## config.mk

```make
export PLATFORM = sky130hd
export DESIGN_NAME = srv_line_fill
export DESIGN_NICKNAME = d
export VERILOG_FILES = /design/src/rtl/srv_line_fill_pkg.sv /design/src/rtl/srv_wait_cnt.sv /design/src/rtl/srv_line_fill.sv
export SDC_FILE = /design/constraint.sdc
export NUM_CORES = 1
export LEC_CHECK = 0
export BUFFER_PORTS_ARGS = -buffer_cell sky130_fd_sc_hd__buf_4
export CAP_MARGIN = 15
export CORE_MARGIN = 2
export CORE_UTILIZATION = 51
export DETAILED_ROUTE_END_ITERATION = 8
export GPL_TIMING_DRIVEN = 0
export PLACE_DENSITY = 0.79
export SYNTH_ARGS = -nofsm -noshare
export SYNTH_HDL_FRONTEND = slang
export SYNTH_HIERARCHICAL = 1
export SYNTH_SLANG_ARGS = --single-unit
```

## constraint.sdc

```tcl
create_clock -name clk -period 3.48 [get_ports clk]
set_input_delay 0.696 -clock clk [delete_from_list [all_inputs] [get_ports clk]]
set_output_delay 0.696 -clock clk [all_outputs]
set_load 0.02 [all_outputs]
```

## src/rtl/srv_line_fill_pkg.sv

```systemverilog
// Shared memory-side definitions for the line-fill controller and the icache:
// FSM state encodings, line geometry and address helpers.
package srv_line_fill_pkg;

    typedef enum logic [1:0] {
        ST_IDLE = 2'd0,
        ST_READ = 2'd1,
        ST_RESP = 2'd2
    } fill_state_e;

    localparam int LINE_BYTES  = 16;
    localparam int OFFSET_BITS = 4;

    // Base address of the line containing a byte address.
    function automatic logic [31:0] line_base(input logic [31:0] addr);
        return {addr[31:OFFSET_BITS], {OFFSET_BITS{1'b0}}};
    endfunction

    // Byte address of word idx inside the line; the offset never carries into the tag bits.
    function automatic logic [31:0] word_addr(input logic [31:0] base, input logic [1:0] idx);
        return {base[31:OFFSET_BITS], idx, 2'b00};
    endfunction

endpackage

```

## src/rtl/srv_wait_cnt.sv

```systemverilog
// Wait-state counter for memory latency models: counts up while inc_i is high,
// clears on clr_i, and flags done_o when the count reaches EXTRA_LAT.
module srv_wait_cnt #(
    parameter int unsigned EXTRA_LAT = 0
) (
    input  logic clk,
    input  logic rst,
    input  logic clr_i,
    input  logic inc_i,
    output logic done_o
);

    logic [3:0] cnt_q;
    logic [3:0] cnt_d;

    // Next count: clear has priority over increment.
    always_comb begin
        // NOTE: every always_comb output gets a default first so no path leaves it unassigned (no latch).
        cnt_d = cnt_q;
        if (clr_i) begin
            cnt_d = 4'd0;
        end else if (inc_i) begin
            cnt_d = cnt_q + 4'd1;
        end
    end

    // Count register with synchronous reset.
    always_ff @(posedge clk) begin
        // NOTE: sequential state uses non-blocking assignments so all flops update together at the edge.
        if (rst) begin
            cnt_q <= 4'd0;
        end else begin
            cnt_q <= cnt_d;
        end
    end

    assign done_o = (cnt_q == EXTRA_LAT[3:0]);

endmodule

```

## src/rtl/srv_line_fill.sv

```systemverilog
// Line-fill controller: reads one 128-bit line from the combinational boot ROM
// one word at a time (with optional wait states) and returns it with a one-cycle pulse.
module srv_line_fill
    import srv_line_fill_pkg::*;
#(
    parameter int LINE_WORDS = 4,
    parameter int EXTRA_LAT  = 0
) (
    input  logic         clk,
    input  logic         rst,
    input  logic [31:0]  ext_addr_i,
    input  logic         ext_req_i,
    output logic         ext_rsp_o,
    output logic [127:0] ext_data_o,
    output logic [31:0]  rom_addr_o,
    input  logic [31:0]  rom_data_i,
    output logic         busy_o,
    output logic [15:0]  fill_cnt_o
);

    localparam logic [1:0] LAST_IDX = 2'(LINE_WORDS - 1);

    fill_state_e state_q, state_d;
    logic [31:0] base_q, base_d;
    logic [1:0]  word_idx_q, word_idx_d;
    logic [31:0] rom_addr_q, rom_addr_d;
    logic [15:0] fill_cnt_q, fill_cnt_d;
    logic [31:0] line_q [4];
    logic [3:0]  word_we;
    logic        wait_clr;
    logic        wait_inc;
    logic        wait_done;

    srv_wait_cnt #(
        .EXTRA_LAT (EXTRA_LAT)
    ) u_wait_cnt (
        .clk    (clk),
        .rst    (rst),
        .clr_i  (wait_clr),
        .inc_i  (wait_inc),
        .done_o (wait_done)
    );

    // Next-state logic: accept in IDLE, pace word captures in READ, pulse in RESP.
    always_comb begin
        state_d    = state_q;
        base_d     = base_q;
        word_idx_d = word_idx_q;
        rom_addr_d = rom_addr_q;
        fill_cnt_d = fill_cnt_q;
        wait_clr   = 1'b0;
        wait_inc   = 1'b0;
        word_we    = 4'b0000;
        unique case (state_q)
            ST_IDLE: begin
                if (ext_req_i) begin
                    base_d     = line_base(ext_addr_i);
                    rom_addr_d = line_base(ext_addr_i);
                    word_idx_d = 2'd0;
                    wait_clr   = 1'b1;
                    state_d    = ST_READ;
                end
            end
            ST_READ: begin
                if (!wait_done) begin
                    wait_inc = 1'b1;
                end else begin
                    word_we[word_idx_q] = 1'b1;
                    wait_clr            = 1'b1;
                    word_idx_d          = word_idx_q + 2'd1;
                    if (word_idx_q == LAST_IDX) begin
                        // The last word address stays on the ROM bus until the next fill.
                        state_d = ST_RESP;
                    end else begin
                        rom_addr_d = word_addr(base_q, word_idx_q + 2'd1);
                    end
                end
            end
            ST_RESP: begin
                fill_cnt_d = fill_cnt_q + 16'd1;
                state_d    = ST_IDLE;
            end
            default: begin
                state_d = ST_IDLE;
            end
        endcase
    end

    // Control registers; reset discards any fill in progress.
    always_ff @(posedge clk) begin
        if (rst) begin
            state_q    <= ST_IDLE;
            base_q     <= 32'd0;
            word_idx_q <= 2'd0;
            rom_addr_q <= 32'd0;
            fill_cnt_q <= 16'd0;
        end else begin
            state_q    <= state_d;
            base_q     <= base_d;
            word_idx_q <= word_idx_d;
            rom_addr_q <= rom_addr_d;
            fill_cnt_q <= fill_cnt_d;
        end
    end

    // Line register: four words, each loaded when its slot is captured.
    always_ff @(posedge clk) begin
        // NOTE: the line storage is reset because ext_data_o must read as zero after reset.
        if (rst) begin
            for (int i = 0; i < 4; i++) begin
                line_q[i] <= 32'd0;
            end
        end else begin
            for (int i = 0; i < 4; i++) begin
                if (word_we[i]) begin
                    line_q[i] <= rom_data_i;
                end
            end
        end
    end

    assign ext_rsp_o  = (state_q == ST_RESP);
    assign busy_o     = (state_q != ST_IDLE);
    assign ext_data_o = {line_q[3], line_q[2], line_q[1], line_q[0]};
    assign rom_addr_o = rom_addr_q;
    assign fill_cnt_o = fill_cnt_q;

endmodule

```

==> Word-level counts from Yosys, hierarchy flattened <==
Memories as Yosys holds them, arrays and structs flattened.
Cells that the tools add are included.
W data, S select, Z words.
{ "op_classes": {"add_sub_neg": 3, "magnitude_cmp": 2, "n_eq_ne": 7, "muxes": 38, "n_bitwise": 4, "n_reduce_logical": 10} }
{ "op_table": {"columns": ["op", "n"], "rows": [
  ["$mux W32", 7],
  ["$pmux W32 S2", 1],
  ["$mux W1", 19],
  ["$add A16 B1 Y16 const B", 1],
  ["$mux W2", 5],
  ["$mux W4", 2],
  ["$ne A2 B2 Y1 const B", 4],
  ["$pmux W2 S2", 2],
  ["$reduce_and A3 Y1", 2],
  ["$add A4 B1 Y4 const B", 1],
  ["$eq A2 B2 Y1 const B", 2],
  ["$logic_not A4 Y1", 1],
  ["$or A1 B1 Y1", 4],
  ["$reduce_and A4 Y1", 1],
  ["$reduce_bool A2 Y1", 2],
  ["$lt A2 B3 Y1 const B", 1],
  ["$add A2 B1 Y2 const B", 1],
  ["$demux W1 S2", 1],
  ["$eq A2 B1 Y1 const B", 1],
  ["$ge A2 B1 Y1 const B", 1],
  ["$logic_not A2 Y1", 1],
  ["$pmux W1 S2", 1],
  ["$reduce_and A2 Y1", 1],
  ["$reduce_or A2 Y1", 1],
  ["$logic_and A1 B1 Y1", 1]
]} }
{ "word_totals": {"regBits": 84, "mem_bits_rw": 128, "input_bits": 67, "output_inout_bits": 178, "memories": 1} }
{ "memory_table": {"columns": ["name", "depth", "width", "rd", "rd_ports_with_merged_regs", "wr", "line", "source"], "rows": [
  ["line_q", 4, 32, 4, 0, 4, "srv_line_fill.sv:28", "logic [31:0] line_q [4];"]
]} }

==> Longest topological paths before layout <==
Gate-level depths: netlist of run 1.
{ "logic_depth": {"ltp_word": 10, "depth_mapped": 9, "depth_no_buf": 7} }

==> Cells and area by module <==
Netlist of run 1, hierarchy kept.
{ "modules_own_cells": {"columns": ["mod", "instances", "cells_per_inst", "area_each_um2", "seq_area_each_um2"], "rows": [
  ["srv_line_fill", 1, 684, 7983.9, 5405.2],
  ["srv_wait_cnt", 1, 21, 205.2, 80.1]
]} }

==> Least setup slack after synthesis of run 1 <==
Ideal clock, no wire load.
{ "synth_timing": {"path_type": "reg-to-reg", "from": "register u_wait_cnt.cnt_q[0]", "to": "memory line_q[2][0] (enable)", "arrival_ns": 2.552, "path_slack_ns": 0.500, "stages_incl_launch_ff": 7, "path_buffers": 1, "period_less_slack_ns": 2.980, "cell_sequence": "dfxtp_1 > inv_1 > ha_1 > nor3b_1 > clkbuf_1 > nand2_1 > o21bai_1"} }
{ "synth_lines": {"columns": ["element", "line", "source"], "rows": [
  ["start: declaration", "srv_wait_cnt.sv:13", "logic [3:0] cnt_q;"],
  ["start signal: assignment", "srv_wait_cnt.sv:33", "cnt_q <= cnt_d;"],
  ["end: declaration", "srv_line_fill.sv:28", null]
]} }

==> summary.txt, run 1 <==
Hold path
  • Worst min-delay path class: reg -> reg

Synth
  • Dominant register cell in the synthesized netlist: edfxtp_1
  • Post-Synthesis Cells: 705
  • Number of enable flip-flop cells after synthesis: 128
  • Synth warnings: 6
  • Dominant cell type by area after synthesis: edfxtp_1
  • Post-Synthesis Mean Instance Area: 11.6 um2
  • Cell types with the largest area share after synthesis: edfxtp_1 (47%), dfxtp_1 (20%), and2_1 (9.8%)
  • Number of synthesized register bits: 210
  • Count of unique library cells instantiated by Yosys: 38
  • Cell Area, Synth: 0.00819 mm2
  • Proportion of synthesized chip area in sequential cells: 67.0%
  • Portion of synthesized cell area occupied by the leading cell type: 46.9%
  • Fraction of registers with async set/reset: 0%

Place
  • Port bufs: 238
  • Post-placement worst setup slack: 794 ps
  • Sum of net half-perimeters after detailed placement: 14.1 mm
  • Final weighted congestion of routability-driven global placement: 0.812

Power
  • Peak supply drop: 0.000359 V
  • P per Cell Area: 514 mW/mm2
  • Cell leakage power: 4.65 nW
  • Total power: 5.67 mW

STA
  • Final hold viol count: 0
  • Hold slack: 455 ps
  • Final worst path period share: 76.8%
  • Clock Skews: 13.4 ps
  • Accumulated negative setup slack: 0 ps
  • Setup violations, final: 0
  • Number of pins with negative max-slew slack in the final report: 0
  • Transition time at the pin with the least slew margin: 876 ps
  • Headroom to the max-slew limit: 41.1%
  • Final worst setup slack: 806 ps
  • Final Critical Period: 2670 ps
  • Setup repair after global routing missed its margin: no
  • Achievable clock frequency: 374 MHz

Layout
  • Share of post-route cells with drive strength above 1: 29.7%
  • Combined flip-flop and latch cell area: 0.00549 mm2
  • Fillers: 1188
  • Area of the multi-input gates: 0.00253 mm2
  • Layout area overhead: 34.7%
  • Nets@finish: 1045
  • ANT cells: 0

Critical path
  • Crit path largest cell delay: 700 ps
  • Worst endpoint data arrival time: 3030 ps
  • Slowest stage cell on the critical path: nor3_1
  • Kind of end point of the critical path: register
  • CP Data Required Time: 3840 ps
  • Cell class contributing the biggest share of worst-path delay: simple AND/OR/NAND/NOR gates
  • Critical Path Most Common Cell: clkbuf_1
  • Nature of the critical path startpoint: register
  • Buffering stage count on the worst path with inverters included: 3
  • Max FO, Critical Path: 10
  • Critical Path, Cell by Cell: inv_1 > ha_1 > nor3b_1 > clkbuf_1 > nand2_1 > nor3_1 > clkbuf_1 > and2_1
  • Startpoint-to-endpoint class of the critical path: reg -> reg

Detailed routing
  • Number of DRC violations after detailed routing: 0
  • Number of detailed-route iterations in the first pass: 5
  • DRC violation total after the first TritonRoute iteration: 358
  • WL/cell: 16.8 um
  • DR vias: 6104
  • WL final: 20.2 mm
  • Via density per instance: 5.08
  • Count of nets left with antenna violations after detail routing: 0

Clock network
  • Maximum root-to-sink buffer count: 3
  • Number of resized instances in the post-cts repair step: 0
  • TritonCTS clock tree: built
  • Worst-skew pair later-pin latency: 490 ps
  • Total setup buffers inserted after CTS: 0
  • Root Buffer Master: clkbuf_16
  • Count of clock tree sinks: 210
  • Hold buffers post-CTS: 0
  • Clock-pin slew on the worst setup and hold paths: 60 ps
  • Number of levels the H-tree was split into: 1
  • Number of buffers inserted during clock tree synthesis: 21

Global route
  • GRT Total Usage: 22.8%
  • Number of global-route vias before repair: 5580
  • Antenna violations before repair: 0
  • Pin count of the biggest net entering global routing: 29
  • First-pass GRT wire length: 30.2 mm
  • Grt total ovfl: 0

Floorplanning
  • Overall die width: 131 um
  • Full die area: 0.0171 mm2
  • Chip height: 131 um
  • Number of I/O pins: 245
  • Total number of placement rows: 46
  • Initial core utilization: 51.9%
  • Core Region: 0.0158 mm2

Flow run
  • Maximum Capacitance Violations: 0

Status
  • Outcome: finished, final reports clean
==> where the power goes <==
group	internal, mW	switching [mW]
Combinational	0.289	0.438
Sequential	2.78	0.0616
Clock	1.20	0.895
Total	4.27	1.39
==> per-layer routing <==
metal	share of wire (%)	wire, um	up-vias	track usage [%]
met4	2.4	482	0	7.07
met5	0	0	-	0
met3	8.1	1630	34	4.60
li1	-	-	2945	-
met1	41	8250	2875	30.0
met2	49	9840	250	38.5
==> cell type report <==
class,instances,area share (%)
clock inverters,10,0.647
plain buffers,44,1.69
flip-flops and latches,210,49.7
clock buffers,27,5.06
well taps,216,2.45
repair buffers,242,17.1
inverters,10,0.340
multi-input cells,442,22.9
==> stage by stage <==
stage / instance area [um2] / utilization (%) / cells
4_1_cts: 11000 / 69.9 / 1201
3_3_place_gp: 10200 / 65.0 / 1160
2_1_floorplan: 8190 / - / 706
6_report: 11000 / 69.9 / 1201
5_1_grt: 11000 / 69.9 / 1201
3_5_place_dp: 10400 / 65.9 / 1164
==> worst reg2reg max path, stage by stage (launching register included) <==
cell and delay, ps:
dfxtp_1 340, inv_1 70, ha_1 130, nor3b_1 180, clkbuf_1 320, nand2_1 170, nor3_1 700, clkbuf_1 440
and2_1 200
==> state kept, by name (all words and copies together) (netlist names) <==
name              cells
base_q               28
fill_cnt_o           16
line_q              128
rom_addr_o           30
state_q               2
u_wait_cnt/cnt_q      4
word_idx_q            2
==> Yosys cell counts (all sizes together) (2+ instances only) <==
master / number
nor4: 3
a311oi: 28
or3: 3
buf: 13
nor3b: 3
nand3: 4
nor2b: 2
nand2b: 4
and2: 128
nand4: 6
a21oi: 39
nor2: 48
o21bai: 4
inv: 10
a31o: 2
clkbuf: 31
mux2i: 2
nand3b: 4
dfxtp: 82
ha: 7
xor2: 3
o21ai: 3
nor3: 7
xnor2: 8
edfxtp: 128
nand2: 124
==> layout by cell type, fill, tap and decap left out, types with 2 or more instances in the layout <==
cell type	netlist	layout
buf_16	0	3
a311oi_1	28	28
clkinv_1	0	2
nor2_1	48	48
edfxtp_1	128	128
or3_1	3	3
dfxtp_1	82	82
nand3b_1	4	4
ha_1	7	7
clkinv_2	0	6
nor2b_1	2	2
nor3b_1	3	3
clkbuf_16	0	21
conb_1	1	2
a21oi_1	39	39
xor2_1	3	3
o21ai_0	3	3
nor4_1	2	2
nor3_1	7	7
clkbuf_1	31	36
buf_4	3	241
nand2b_1	4	4
and2_1	128	128
o21bai_4	0	4
mux2i_1	2	2
nand2_1	124	124
nand4_1	6	6
xnor2_1	8	8
buf_1	2	2
inv_1	10	11
a31o_2	2	2
buf_2	8	8
nand3_1	4	4
==> path summary, 6_finish.rpt <==
check	from	to	slack [ps]	depth (start not counted)
worst max-delay path	u_wait_cnt/cnt_q[0]$_SDFFE_PP0P_	line_q[3][8]$_SDFFCE_PN0P_	810	8
worst min-delay path	base_q[31]$_SDFFE_PP0P_	base_q[31]$_SDFFE_PP0P_	460	2
worst max register to register	u_wait_cnt/cnt_q[0]$_SDFFE_PP0P_	line_q[3][8]$_SDFFCE_PN0P_	810	8
worst min register to register	base_q[31]$_SDFFE_PP0P_	base_q[31]$_SDFFE_PP0P_	460	2
==> kinds of logic after synthesis <==
| group | count (synthesis) | synth area share, % |
|---|---|---|
| AOI/OAI and AO/OA | 78 | 6.37 |
| xor gates and xnor gates | 11 | 1.18 |
| adders and majority gates | 7 | 1.07 |
| buffers and inverters | 54 | 2.73 |
| DFF | 210 | 67.0 |
| muxes | 3 | 0.382 |
| other | 1 | 0.0458 |
| and+or+nand+nor | 341 | 21.2 |
No activity file was read; power rests on OpenSTA's default activity.
==> run 2: changes to the inputs <==
- clock period: 3.48 -> 2.74 ns (I/O delays scaled with it)
==> run 2 against run 1 <==
Effect of this change:
- routed wire length grew 1.6%
- combinational power grew 28%
- power grew 35%
- register-to-register slack lost 490 ps
- clock power grew 48%
- non-clock buffer count is the same
- utilization grew 0.99 points
- via count grew 0.74%
- sequential share of layout area shrank 0.70 points
- die area is the same
- hold slack lost 150 ps
- global-route usage grew 0.33 points
- critical path type unchanged
==> summary.txt, run 2 (same netlist as run 1, synthesis figures left out) <==
Status
  • Outcome: finished, final reports clean (unchanged)

Layout
  • Share of post-route cells with drive strength above 1: 30.4% (was 29.7%)
  • Register name with the most flops: line_q (unchanged)
  • Commonest non-fill, non-tap cell in the layout: buf_4 (unchanged)
  • Number of flip-flops in the largest register: 128 (unchanged)
  • Nets@finish: 1045 (unchanged)
  • ANT cells: 0 (unchanged)
  • Layout area overhead: 36.6% (was 34.7%)
  • Most frequent cells in the layout: buf_4 (241), and2_1 (128), edfxtp_1 (128) (unchanged)
  • Non-filler instance count after layout: 1202 (was 1201)

Power
  • Total power: 7.64 mW (was 5.67 mW)
  • Peak supply drop: 0.000443 V (was 0.000359 V)
  • P per Cell Area: 684 mW/mm2 (was 514 mW/mm2)
  • Cell leakage power: 4.71 nW (was 4.65 nW)

Critical path
  • Nature of the critical path startpoint: register (unchanged)
  • Cells on worst reg2reg path: 7 (was 8)
  • Startpoint-to-endpoint class of the critical path: reg -> reg (unchanged)
  • CP Data Required Time: 3120 ps (was 3840 ps)
  • Launch point of the worst reg-to-reg path: state_q[1]$_SDFFE_PP0P_ (was u_wait_cnt/cnt_q[0]$_SDFFE_PP0P_)
  • Max FO, Critical Path: 10 (unchanged)
  • Worst endpoint data arrival time: 2800 ps (was 3030 ps)
  • Critical Path, Cell by Cell: buf_4 > nand2b_1 > buf_2 > buf_1 > nor2_1 > nand4_1 > mux2_1 (was inv_1 > ha_1 > nor3b_1 > clkbuf_1 > nand2_1 > nor3_1 > clkbuf_1 > and2_1)
  • Crit path largest cell delay: 630 ps (was 700 ps)
  • Kind of end point of the critical path: register (unchanged)
  • Capture point of the worst reg-to-reg path: u_wait_cnt/cnt_q[3]$_SDFFE_PP0P_ (was line_q[3][8]$_SDFFCE_PN0P_)
  • Slowest stage cell on the critical path: buf_1 (was nor3_1)
  • Register-to-register setup slack: 310 ps (was 810 ps)

Detailed routing
  • DRC violation total after the first TritonRoute iteration: 438 (was 358)
  • Number of detailed-route iterations in the first pass: 5 (unchanged)
  • WL/cell: 17.1 um (was 16.8 um)
  • DR vias: 6149 (was 6104)
  • WL final: 20.5 mm (was 20.2 mm)
  • Count of nets left with antenna violations after detail routing: 0 (unchanged)
  • Via density per instance: 5.12 (was 5.08)
  • Number of DRC violations after detailed routing: 0 (unchanged)

Global route
  • Antenna violations before repair: 0 (unchanged)
  • Grt total ovfl: 0 (unchanged)
  • Pin count of the biggest net entering global routing: 24 (was 29)
  • First-pass GRT wire length: 30.7 mm (was 30.2 mm)
  • GRT Total Usage: 23.2% (was 22.8%)
  • Number of global-route vias before repair: 5732 (was 5580)

STA
  • Setup violations, final: 0 (unchanged)
  • Final worst path period share: 88.6% (was 76.8%)
  • Final hold viol count: 0 (unchanged)
  • Transition time at the pin with the least slew margin: 775 ps (was 876 ps)
  • Final Critical Period: 2430 ps (was 2670 ps)
  • Number of pins with negative max-slew slack in the final report: 0 (unchanged)
  • Headroom to the max-slew limit: 48.3% (was 41.1%)
  • Accumulated negative setup slack: 0 ps (unchanged)
  • Clock Skews: 14.5 ps (was 13.4 ps)
  • Hold slack: 305 ps (was 455 ps)
  • Setup repair after global routing missed its margin: no (unchanged)
  • Final worst setup slack: 313 ps (was 806 ps)
  • Achievable clock frequency: 412 MHz (was 374 MHz)

Hold path
  • Launch instance of the worst min-delay path: ext_addr_i[26] (was base_q[31]$_SDFFE_PP0P_)
  • Endpoint, Worst Hold: base_q[26]$_SDFFE_PP0P_ (was base_q[31]$_SDFFE_PP0P_)
  • Instance count along the most critical hold path: 3 (was 2)
  • Worst min-delay path class: in -> reg (was reg -> reg)

Place
  • Port bufs: 238 (unchanged)
  • Total instance count after detailed placement: 1164 (unchanged)
  • Sum of net half-perimeters after detailed placement: 14.5 mm (was 14.1 mm)
  • Final weighted congestion of routability-driven global placement: 0.799 (was 0.812)
  • Post-placement worst setup slack: 73.5 ps (was 794 ps)

Floorplanning
  • Core Region: 0.0158 mm2 (unchanged)
  • Chip height: 131 um (unchanged)
  • Total number of placement rows: 46 (unchanged)
  • Initial core utilization: 51.9% (unchanged)
  • Full die area: 0.0171 mm2 (unchanged)
  • Number of I/O pins: 245 (unchanged)
  • Overall die width: 131 um (unchanged)

Clock network
  • Number of levels the H-tree was split into: 1 (unchanged)
  • Root Buffer Master: clkbuf_16 (unchanged)
  • Worst-skew pair later-pin latency: 500 ps (was 490 ps)
  • Total setup buffers inserted after CTS: 0 (unchanged)
  • Maximum root-to-sink buffer count: 3 (unchanged)
  • Count of clock tree sinks: 210 (unchanged)
  • Clock-pin slew on the worst setup and hold paths: 70 ps (was 60 ps)
  • TritonCTS clock tree: built (unchanged)
  • Number of buffers inserted during clock tree synthesis: 21 (unchanged)

Flow run
  • Maximum Capacitance Violations: 0 (unchanged)
run 2: power by group:
part	total, mW	switching, mW	internal (mW)
registers	3.61	0.0770	3.53
clock network	3.10	1.15	1.95
logic	0.932	0.565	0.367
total	7.64	1.79	5.85
run 2: final cells by class:
cell class	count	area, um2
Sequential cell	210	5490
Fill cell	1177	4590
Multi-Input combinational cell	442	2550
Timing Repair Buffer	242	1890
Clock buffer	28	613
Tap cell	216	270
Buffer	44	186
Clock inverter	10	153
Inverter	10	37.5
run 2: through the flow:
step,utilization [%],instance area (um2)
5_1_grt,70.9,11200
3_3_place_gp,65.1,10300
3_5_place_dp,65.9,10400
4_1_cts,70.8,11200
2_1_floorplan,-,8210
6_report,70.9,11200
run 2: worst max-delay path by stage:
stage | start | end | slack, ps | depth (start not counted)
floorplan | u_wait_cnt/cnt_q[0]$_SDFFE_PP0P_ | line_q[2][0]$_SDFFCE_PN0P_ | 430 | 6
global placement | state_q[1]$_SDFFE_PP0P_ | line_q[0][16]$_SDFFCE_PN0P_ | -370 | 5
detailed placement | u_wait_cnt/cnt_q[0]$_SDFFE_PP0P_ | line_q[2][24]$_SDFFCE_PN0P_ | 70 | 8
CTS | u_wait_cnt/cnt_q[0]$_SDFFE_PP0P_ | line_q[2][21]$_SDFFCE_PN0P_ | 30 | 8
global route | u_wait_cnt/cnt_q[0]$_SDFFE_PP0P_ | line_q[2][30]$_SDFFCE_PN0P_ | 50 | 8
finish | state_q[1]$_SDFFE_PP0P_ | u_wait_cnt/cnt_q[3]$_SDFFE_PP0P_ | 310 | 7
run 2: worst max-delay path, delay by kind of cell, from the launching register on:
kind / cells / cell delay, ps
and+or+nand+nor: 3 / 590
muxes: 1 / 330
buffers and inverters: 3 / 1060
DFF: 1 / 310
run 2: what timing repair did:
| action | 4_1_cts | 5_1_grt |
|---|---|---|
| hold buffers | 0 | 0 |
| gates resized for setup | 0 | 4 |
| endpoints found under the hold margin | 0 | 0 |
| endpoints found under the setup margin | 0 | 110 |
run 2: layer usage:
layer | global-route usage [%] | wire length (um) | vias to the layer above
li1 | - | - | 2951
met2 | 40.7 | 10100 | 258
met4 | 5.88 | 368 | 0
met3 | 5.94 | 1970 | 33
met5 | 0 | 0 | -
met1 | 28.7 | 8130 | 2907
